<file path="src/rtl/event_dispatcher_pkg.sv">
// Shared types and constants for the event dispatcher: FSM states, priority/vector width,
// and the handler-table address helper.
package event_dispatch_pkg;

   localparam int unsigned VecW = 16;
   localparam logic [VecW-1:0] IdlePriorityDefault = 16'hFFFF;

   typedef enum logic [2:0] {
      StIdle,
      StAck,
      StOffer,
      StRun,
      StHoldoff
   } disp_state_e;

   // Table address wraps modulo 2^VecW.
   function automatic logic [VecW-1:0] calc_vector(input logic [VecW-1:0] base,
                                                   input logic [VecW-1:0] idx,
                                                   input int unsigned     stride);
      logic [31:0] full;
      full = 32'(base) + 32'(idx) * 32'(stride);
      return full[VecW-1:0];
   endfunction

endpackage

</file>
<file path="src/rtl/event_dispatcher_if.sv">
// Bundle of event_controller / core handshake signals seen by the dispatcher.
interface event_dispatcher_if;
   import event_dispatch_pkg::*;

   logic [VecW-1:0] priority_in;
   logic            ack_load;
   logic [VecW-1:0] ack_data;
   logic            dispatch_enable;
   logic            handler_valid;
   logic [VecW-1:0] handler_vector;
   logic [VecW-1:0] handler_priority;
   logic            handler_accept;
   logic            handler_done;
   logic            busy;
   logic [VecW-1:0] dispatch_count;
   logic            overrun;
   logic            bad_priority;
   logic            status_clear;

   modport master (
      input  priority_in, dispatch_enable, handler_accept, handler_done, status_clear,
      output ack_load, ack_data, handler_valid, handler_vector, handler_priority, busy,
             dispatch_count, overrun, bad_priority
   );

   modport slave (
      output priority_in, dispatch_enable, handler_accept, handler_done, status_clear,
      input  ack_load, ack_data, handler_valid, handler_vector, handler_priority, busy,
             dispatch_count, overrun, bad_priority
   );

endinterface

</file>
<file path="src/rtl/event_dispatcher_watchdog.sv">
// Saturating handler run-time counter; limit_o pulses on the cycle the count reaches MaxCycles.
module handler_watchdog #(
   parameter logic [15:0] MaxCycles = 16'd5000
) (
   input  logic clk_i,
   input  logic rst_ni,
   input  logic clear_i,
   input  logic enable_i,
   output logic limit_o
);

   logic [15:0] count_q, count_d;

   always_comb begin
      count_d = count_q;
      limit_o = 1'b0;
      if (clear_i) begin
         count_d = '0;
      end else if (enable_i && (count_q != MaxCycles)) begin
         count_d = count_q + 16'd1;
         limit_o = (count_d == MaxCycles);
      end
   end

   always_ff @(posedge clk_i) begin
      if (!rst_ni) begin
         count_q <= '0;
      end else begin
         count_q <= count_d;
      end
   end

endmodule

</file>
<file path="src/rtl/event_dispatcher.sv">
// Atomic snapshot-and-ack of the pending event priority, then a single non-overlapping
// handler offer to the core with a run-time watchdog.
module event_dispatcher
   import event_dispatch_pkg::*;
#(
   parameter int unsigned     NUM_EVENTS         = 64,
   parameter logic [VecW-1:0] IDLE_PRIORITY      = IdlePriorityDefault,
   parameter logic [VecW-1:0] VECTOR_BASE        = 16'h0000,
   parameter int unsigned     VECTOR_STRIDE      = 2,
   parameter logic [15:0]     MAX_HANDLER_CYCLES = 16'd5000
) (
   input  logic                sysclk,
   input  logic                sysreset_n,
   event_dispatcher_if.master  bus
);

   disp_state_e     state_q, state_d;
   logic [VecW-1:0] snapshot_q, snapshot_d;
   logic [VecW-1:0] vector_q, vector_d;
   logic [VecW-1:0] count_q, count_d;
   logic            overrun_q, overrun_d;
   logic            bad_q, bad_d;
   logic            bad_set;
   logic            limit_hit;
   logic            prio_valid;

   assign prio_valid = (32'(bus.priority_in) < NUM_EVENTS);

   handler_watchdog #(
      .MaxCycles (MAX_HANDLER_CYCLES)
   ) u_watchdog (
      .clk_i    (sysclk),
      .rst_ni   (sysreset_n),
      .clear_i  (state_q != StRun),
      .enable_i (state_q == StRun),
      .limit_o  (limit_hit)
   );

   always_comb begin
      state_d    = state_q;
      snapshot_d = snapshot_q;
      vector_d   = vector_q;
      count_d    = count_q;
      bad_set    = 1'b0;
      unique case (state_q)
         StIdle: begin
            if (bus.dispatch_enable) begin
               if (prio_valid) begin
                  snapshot_d = bus.priority_in;
                  vector_d   = calc_vector(VECTOR_BASE, bus.priority_in, VECTOR_STRIDE);
                  state_d    = StAck;
               end else if (bus.priority_in != IDLE_PRIORITY) begin
                  bad_set = 1'b1;
               end
            end
         end
         StAck: begin
            count_d = count_q + 16'd1;
            state_d = StOffer;
         end
         StOffer: begin
            if (bus.handler_accept) state_d = StRun;
         end
         StRun: begin
            if (bus.handler_done) state_d = StHoldoff;
         end
         // One spare cycle covers event_controller's clear-to-priority latency.
         StHoldoff: state_d = StIdle;
         default:   state_d = StIdle;
      endcase
      bad_d     = bus.status_clear ? 1'b0 : (bad_q | bad_set);
      overrun_d = bus.status_clear ? 1'b0 : (overrun_q | limit_hit);
   end

   always_ff @(posedge sysclk) begin
      if (!sysreset_n) begin
         state_q    <= StIdle;
         snapshot_q <= '0;
         vector_q   <= '0;
         count_q    <= '0;
         overrun_q  <= 1'b0;
         bad_q      <= 1'b0;
      end else begin
         state_q    <= state_d;
         snapshot_q <= snapshot_d;
         vector_q   <= vector_d;
         count_q    <= count_d;
         overrun_q  <= overrun_d;
         bad_q      <= bad_d;
      end
   end

   assign bus.ack_load         = (state_q == StAck);
   assign bus.ack_data         = (state_q == StAck) ? snapshot_q : '0;
   assign bus.handler_valid    = (state_q == StOffer);
   assign bus.handler_vector   = vector_q;
   assign bus.handler_priority = snapshot_q;
   assign bus.busy             = (state_q != StIdle);
   assign bus.dispatch_count   = count_q;
   assign bus.overrun          = overrun_q;
   assign bus.bad_priority     = bad_q;

endmodule
</file>
<file path="src/flat_wrapper.sv">
// flat-port wrapper written by rule: the top's interface ports become plain ports
module event_dispatcher_flat import event_dispatch_pkg::*;
#(
   parameter int unsigned     NUM_EVENTS         = 64,
   parameter logic [VecW-1:0] IDLE_PRIORITY      = IdlePriorityDefault,
   parameter logic [VecW-1:0] VECTOR_BASE        = 16'h0000,
   parameter int unsigned     VECTOR_STRIDE      = 2,
   parameter logic [15:0]     MAX_HANDLER_CYCLES = 16'd5000
)
  (sysclk, sysreset_n, bus_priority_in, bus_dispatch_enable, bus_handler_accept, bus_handler_done, bus_status_clear, bus_ack_load, bus_ack_data, bus_handler_valid, bus_handler_vector, bus_handler_priority, bus_busy, bus_dispatch_count, bus_overrun, bus_bad_priority);
  event_dispatcher_if bus_i ();
  input  logic sysclk;
  input  logic sysreset_n;
  input wire logic [$bits(bus_i.priority_in)-1:0] bus_priority_in;
  input wire logic [$bits(bus_i.dispatch_enable)-1:0] bus_dispatch_enable;
  input wire logic [$bits(bus_i.handler_accept)-1:0] bus_handler_accept;
  input wire logic [$bits(bus_i.handler_done)-1:0] bus_handler_done;
  input wire logic [$bits(bus_i.status_clear)-1:0] bus_status_clear;
  output wire logic [$bits(bus_i.ack_load)-1:0] bus_ack_load;
  output wire logic [$bits(bus_i.ack_data)-1:0] bus_ack_data;
  output wire logic [$bits(bus_i.handler_valid)-1:0] bus_handler_valid;
  output wire logic [$bits(bus_i.handler_vector)-1:0] bus_handler_vector;
  output wire logic [$bits(bus_i.handler_priority)-1:0] bus_handler_priority;
  output wire logic [$bits(bus_i.busy)-1:0] bus_busy;
  output wire logic [$bits(bus_i.dispatch_count)-1:0] bus_dispatch_count;
  output wire logic [$bits(bus_i.overrun)-1:0] bus_overrun;
  output wire logic [$bits(bus_i.bad_priority)-1:0] bus_bad_priority;
  assign bus_i.priority_in = bus_priority_in;
  assign bus_i.dispatch_enable = bus_dispatch_enable;
  assign bus_i.handler_accept = bus_handler_accept;
  assign bus_i.handler_done = bus_handler_done;
  assign bus_i.status_clear = bus_status_clear;
  assign bus_ack_load = bus_i.ack_load;
  assign bus_ack_data = bus_i.ack_data;
  assign bus_handler_valid = bus_i.handler_valid;
  assign bus_handler_vector = bus_i.handler_vector;
  assign bus_handler_priority = bus_i.handler_priority;
  assign bus_busy = bus_i.busy;
  assign bus_dispatch_count = bus_i.dispatch_count;
  assign bus_overrun = bus_i.overrun;
  assign bus_bad_priority = bus_i.bad_priority;
  event_dispatcher #(.NUM_EVENTS(NUM_EVENTS), .IDLE_PRIORITY(IDLE_PRIORITY), .VECTOR_BASE(VECTOR_BASE), .VECTOR_STRIDE(VECTOR_STRIDE), .MAX_HANDLER_CYCLES(MAX_HANDLER_CYCLES)) u_core (.sysclk(sysclk), .sysreset_n(sysreset_n), .bus(bus_i));
endmodule
</file>
<file path="config.mk">
export PLATFORM = sky130hd
export DESIGN_NAME = event_dispatcher_flat
export DESIGN_NICKNAME = d
export VERILOG_FILES = /design/src/rtl/event_dispatcher_pkg.sv /design/src/rtl/event_dispatcher_if.sv /design/src/rtl/event_dispatcher_watchdog.sv /design/src/rtl/event_dispatcher.sv /design/src/flat_wrapper.sv
export SDC_FILE = /design/constraint.sdc
export NUM_CORES = 1
export LEC_CHECK = 0
export ABC_AREA = 1
export CORE_UTILIZATION = 30
export CTS_BUF_LIST = sky130_fd_sc_hd__clkbuf_8
export CTS_CLUSTER_DIAMETER = 50
export DETAILED_ROUTE_END_ITERATION = 8
export PLACE_DENSITY = 0.66
export SYNTH_ARGS = -nofsm -noshare
export SYNTH_HDL_FRONTEND = slang
export SYNTH_SLANG_ARGS = --single-unit
</file>
<file path="constraint.sdc">
create_clock -name sysclk -period 2.3 [get_ports sysclk]
set_input_delay 0.46 -clock sysclk [delete_from_list [all_inputs] [get_ports sysclk]]
set_output_delay 0.46 -clock sysclk [all_outputs]
set_load 0.02 [all_outputs]
</file>
==> results of run 1 <==
metrics by stage:
stage	total power (uW)	instances	hold WS [ps]
after floorplan	967	423	474
after global placement	1010	603	433
after detailed placement	1010	603	453
after CTS	1780	611	468
after global routing	1820	611	496
final	1770	611	462
what timing repair did:
| action | CTS | global route |
|---|---|---|
| setup endpoints to repair | 4 | 10 |
| gates resized for setup | 4 | 10 |
| setup buffers | 0 | 0 |
worst paths after layout:
check                                        to  slack, ps  cells past startpoint
hold / removal          u_core.bus.bad_priority        460                      2
hold reg to reg         u_core.bus.bad_priority        460                      2
setup reg to reg  u_core.u_watchdog.count_q[12]        500                      7
setup / recovery              bus_handler_valid        130                      4
registers in the layout, summed over array words and instances, names as in the netlist:
name and flops:
u_core.bus.dispatch_count 16, u_core.u_watchdog.count_q 16, u_core.bus.handler_priority 16, u_core.bus.overrun 1
u_core.state_q 3, u_core.bus.bad_priority 1
layer usage:
metal	vias to the layer above	GRT usage, %	share of wire (%)
met3	6	2.70	4.9
met2	74	25.4	46
li1	1465	-	-
met4	0	4.94	1.3
met1	1232	19.2	47
met5	-	0	0
cell families after synthesis:
logic type      Yosys count  share of synthesized area [%]
simple gates            207                           33.2
buf+inv                 101                           15.7
flops                    53                           37.7
compound gates           50                           9.33
xor+xnor                  7                           2.18
fa+ha+maj                 4                           1.78
other cells               1                          0.133
placed cells by master (no fill, tap or decap), drive strengths merged, types with 10 or more instances in the layout:
cell and n:
nand2 78, a21oi 22, nor2 74, dfxtp 53, inv 79, clkdlybuf4s50 76
nand4 10, nor3 12, o21ai 21, nand3 25
report_power, final:
| part | internal (uW) | leakage (uW) | switching (uW) |
|---|---|---|---|
| Sequential | 918 | 0.000427 | 0.570 |
| Clock | 438 | 0.0000687 | 336 |
| Combinational | 42.8 | 0.00117 | 31.4 |
layout make-up:
class	instances	share of cell area (%)
multi-input combinational	269	33.8
sequential	53	27.3
timing repair buffer	94	24.3
inverter	79	7.62
tap	108	3.47
clock buffer	5	1.77
clock inverter	3	1.77
worst register-to-register path: stages, from the launching register on:
cell,delay [ps]
dfxtp_1,430
ha_1,300
nand3_2,150
nor2_4,170
nand2_2,80
nor4_1,280
xor2_1,200
a21oi_1,80
==> out/qor.yml, run 1 <==
status: "completed"
final.setup.worst_slack_ps: 133
initial_core_util_pct: 31.7
slew_viol_final: 0
worstPathRequired_ps: 1840
path_buf_inv: 2
startpoint: "u_core.state_q[0]"
fillers: 898
finalWirelength_mm: 7.18
synth_seq_cells: 53
ys_warn_count: 0
grt-ovfl-total: 0
yosys-top-cells-count: "inv_1 (77), nand2_1 (73), nor2_1 (67), dfxtp_1 (53), nand3_1 (23)"
period_minus_slack_ps: 2170
syn-instance-count: 423
yosysMostFrequentCell: "inv_1"
setup_viol: 0
finalInstanceArea_mm2: 0.00389
ios: 91
grt_max_degree: 25
crit_arrival_ps: 1710
postLayoutCoreUtil_pct: 43.8
cts_sinks: 53
startpoint_type: "flop"
dpl.hpwl_mm: 5.63
drv_cap: 0
setup_tns_ps: 0
drtPass1Iterations: 4
vias_per_cell: 4.55
async_flop_share_pct: 0
slowest_stage: "clkdlybuf4s50_1"
cp_cell_sequence: "nor2_1, inv_1, nor2_1, clkdlybuf4s50_1"
ys_top_cells_by_area: "dfxtp_1 (38%), inv_1 (10%), nand2_1 (9.7%)"
vias: 2777
area_growth_pct: 38.2
reg2reg_from: "u_core.u_watchdog.count_q[1]"
gp_congestion: 0.894
die-area_mm2: 0.00978
crit_path_end_kind: "primary output"
grt_usage_pct: 15.0
ir_drop_v: 0.000342
num_antenna_cells: 0
cts_hold_buf: 0
path_delay_family: "buffers and inverters"
nets: 528
yosysSeqAreaShare_pct: 37.7
syn-cell-area_mm2: 0.00282
portBuffers: 89
ys.flop_type: "dfxtp_1"
detail-route-antenna-nets: 0
synth_top_area_cell: "dfxtp_1"
core_mm2: 0.00889
worstPathMaxFanout: 3
cts_tree: "built"
cts_root_buf: "clkbuf_8"
p_per_area_mw_per_mm2: 454
slowest_delay_ps: 640
clockBufferDepth: 2
synth_edf_count: 0
worstHoldStart: "u_core.bus.bad_priority"
timing.fmax_mhz: 461
htree_levels: 2
post-place-ws_ps: 276
period_share_pct: 94.2
die_h_um: 98.9
drtIter0Drc: 144
syn_nets: 449
synth_top_cell_area_share_pct: 37.7
drive_gt1_share_pct: 6.56
syn_avg_cell_area_um2: 6.66
antenna_found_initial: 0
die_w_um: 98.9
hp-class: "flop to flop"
path_clk_slew_ps: 100
p_leak_uw: 0.00166
synth.distinct_cells: 31
num_rows: 34
multi_input_area_mm2: 0.00132
grt_pass1_wl_mm: 11.9
setup.worst_path.class: "flop to primary output"
cp_common_cell: "nor2_1"
rsz0062_at_grt: "no"
regArea_mm2: 0.00106
hold_viol: 0
drt-wirelength-per-cell_um: 11.7
clkLatencyLatePin_ps: 320
cts_buffers: 5
final.setup_skew_ps: 6.63
placed_area_mm2: 0.00373
grt_pass1_vias: 2613
drc: 0
No activity file was read; power rests on OpenSTA's default activity.
==> run 2, diff against run 1 <==
Settings changed: PLACE_DENSITY 0.66 to unset, PLACE_DENSITY_LB_ADDON set to 0.15.
==> run 2 against run 1 <==
First-iteration DRC count shrank 37%. Worst hold slack better by 9.0 ps. Highest routed layer unchanged. Clock skew about the same. Clock power shrank 33%. Design area fell by 1.4%. Via count down 1.2%. Critical path depth is 1 higher. Fmax decreased by 1.9%. Critical path type unchanged. Non-clock buffer count did not move. Routed wire length down 0.84%. Die area did not move.
==> out/qor.yml, run 2 (synthesis results as in run 1) <==
status: "completed"
grt_usage_pct: 15.0  # +0.024 points
grt_max_degree: 25  # unchanged
netSwitchingFraction_pct: 22.6  # +1.8 points
reg2reg_from: "u_core.u_watchdog.count_q[0]"
period_minus_slack_ps: 2210  # +41.7 ps
area_growth_pct: 36.4
vias: 2744  # -1.2%
drc: 0  # unchanged
drt-wirelength-per-cell_um: 11.6  # -0.84%
period_share_pct: 96.0  # +1.8 points
die_h_um: 98.9  # unchanged
final_cell_mix: "clkdlybuf4s50_1 (81), inv_1 (78), nand2_1 (73)"
initial_core_util_pct: 31.7  # unchanged
crit_path_end_kind: "primary output"
crit_arrival_ps: 1750  # +40 ps
clkLatencyLatePin_ps: 310  # about the same
setup_viol: 0  # unchanged
p_leak_uw: 0.00160  # -3.5%
cp-endpoint: "bus_ack_data[1]"
hold_viol: 0  # unchanged
path_clk_slew_ps: 100  # about the same
p_int_uw: 1170  # -16%
reg2reg_depth: 11  # +4
reg2reg_setup_slack_ps: 500  # about the same
cts_tree: "built"
post_cts_buffers: 0  # unchanged
cts_resized: 0  # -4
power_frac_seq_pct: 60.8  # +8.8 points
htree_levels: 2  # unchanged
netSwitchingPower_uw: 342  # -7.0%
ir_drop_v: 0.000234  # -32%
antenna_found_initial: 0  # unchanged
clkPwrFrac_pct: 34.3  # -9.5 points
setup_tns_ps: 0  # unchanged
grt_pass1_vias: 2555  # -2.2%
final.setup_skew_ps: 6.97  # +0.338 ps
grt-ovfl-total: 0  # unchanged
nets: 528  # unchanged
drive_gt1_share_pct: 6.36  # -0.20 points
drtPass1Iterations: 4  # unchanged
grt_pass1_wl_mm: 11.7  # -1.6%
fillers: 926  # +3.1%
startpoint_type: "flop"
hp-class: "flop to flop"
place_inst: 603  # unchanged
portBuffers: 89  # unchanged
finalWirelength_mm: 7.12  # -0.84%
p_per_area_mw_per_mm2: 393  # -13%
die_w_um: 98.9  # unchanged
timing.fmax_mhz: 453  # -1.9%
clockBufferDepth: 2  # unchanged
worstPathMaxFanout: 17  # +14
startpoint: "u_core.state_q[1]"
setup.worst_path.class: "flop to primary output"
comb_power_share_pct: 4.9  # +0.7 points
worstPathRequired_ps: 1840  # about the same
slew_viol_final: 0  # unchanged
cts_sinks: 53  # unchanged
cts_root_buf: "clkbuf_8"
core_mm2: 0.00889  # unchanged
cts_hold_buf: 0  # unchanged
num_rows: 34  # unchanged
drv_cap: 0  # unchanged
final_common_cell: "clkdlybuf4s50_1"
detail-route-antenna-nets: 0  # unchanged
cts_buffers: 5  # unchanged
die-area_mm2: 0.00978  # unchanged
gp_congestion: 0.823  # -7.9%
fin_cells: 611  # unchanged
drtIter0Drc: 91  # -37%
r2r_end: "u_core.bus.overrun"
dpl.hpwl_mm: 5.59  # -0.76%
num_antenna_cells: 0  # unchanged
vias_per_cell: 4.49  # -1.2%
ios: 91  # unchanged
rsz0062_at_grt: "no"
==> run 2: cell types whose count changed in the layout (fill, tap and decap cells not counted), sizes merged <==
cell           before  now
dlygate4sd2         4    0
clkinv              1    3
clkdlybuf4s50      76   81
bufinv              2    0
dlymetal6s2s        9    8
==> run 2: power groups by stage <==
stage / clock network (uW) / registers (uW) / logic [uW]
after floorplan: 0 / 941 / 26.1
after global placement: 0 / 940 / 73.3
after detailed placement: 0 / 940 / 74.0
after CTS: 535 / 919 / 74.4
after global routing: 583 / 919 / 81.3
final: 518 / 918 / 73.7
==> run 2: layout make-up <==
class                   instances  area (um^2)  area share (%)
repair buffers                 94          948            24.7
clock inverters                 3         13.8           0.359
multi-input cells             269         1320            34.3
inverters                      79          297            7.72
well taps                     108          135            3.52
flip-flops and latches         53         1060            27.6
clock buffers                   5         68.8            1.79
==> run 2: through the flow <==
step           instance area, um^2  setup slack [ps]  utilization [%]  power, uW  hold slack, ps
6_report                      3840              91.1             43.2       1510             471
3_3_place_gp                  3730               343             42.0       1010             453
3_5_place_dp                  3730               297             42.0       1010             456
2_1_floorplan                 2820               576                -        967             474
4_1_cts                       3820              48.4             42.9       1530             470
5_1_grt                       3840              1.27             43.2       1580             497
==> run 2: metal layers <==
layer	vias up	routed length [um]	track usage, %
li1	1467	-	-
met1	1185	3420	19.6
met2	78	3030	23.5
met3	14	500	3.83
met4	0	162	6.31
met5	-	0	0
==> run 2: how the worst min path moves through the flow <==
stage	start	end	slack (ps)	cells after the start
after global placement	u_core.bus.bad_priority	u_core.bus.bad_priority	450	2
after floorplan	u_core.u_watchdog.count_q[0]	u_core.u_watchdog.count_q[0]	470	1
final	u_core.bus.bad_priority	u_core.bus.bad_priority	470	2
after global routing	u_core.bus.bad_priority	u_core.bus.bad_priority	500	2
after CTS	u_core.bus.bad_priority	u_core.bus.bad_priority	470	2
after detailed placement	u_core.bus.bad_priority	u_core.bus.bad_priority	460	2
==> run 2: worst max-delay path, stage by stage (launching register included) <==
cell and delay (ps):
dfxtp_1 350, nor2_1 100, nand2_1 70, buf_4 200, nor2_1 110, clkdlybuf4s50_1 610
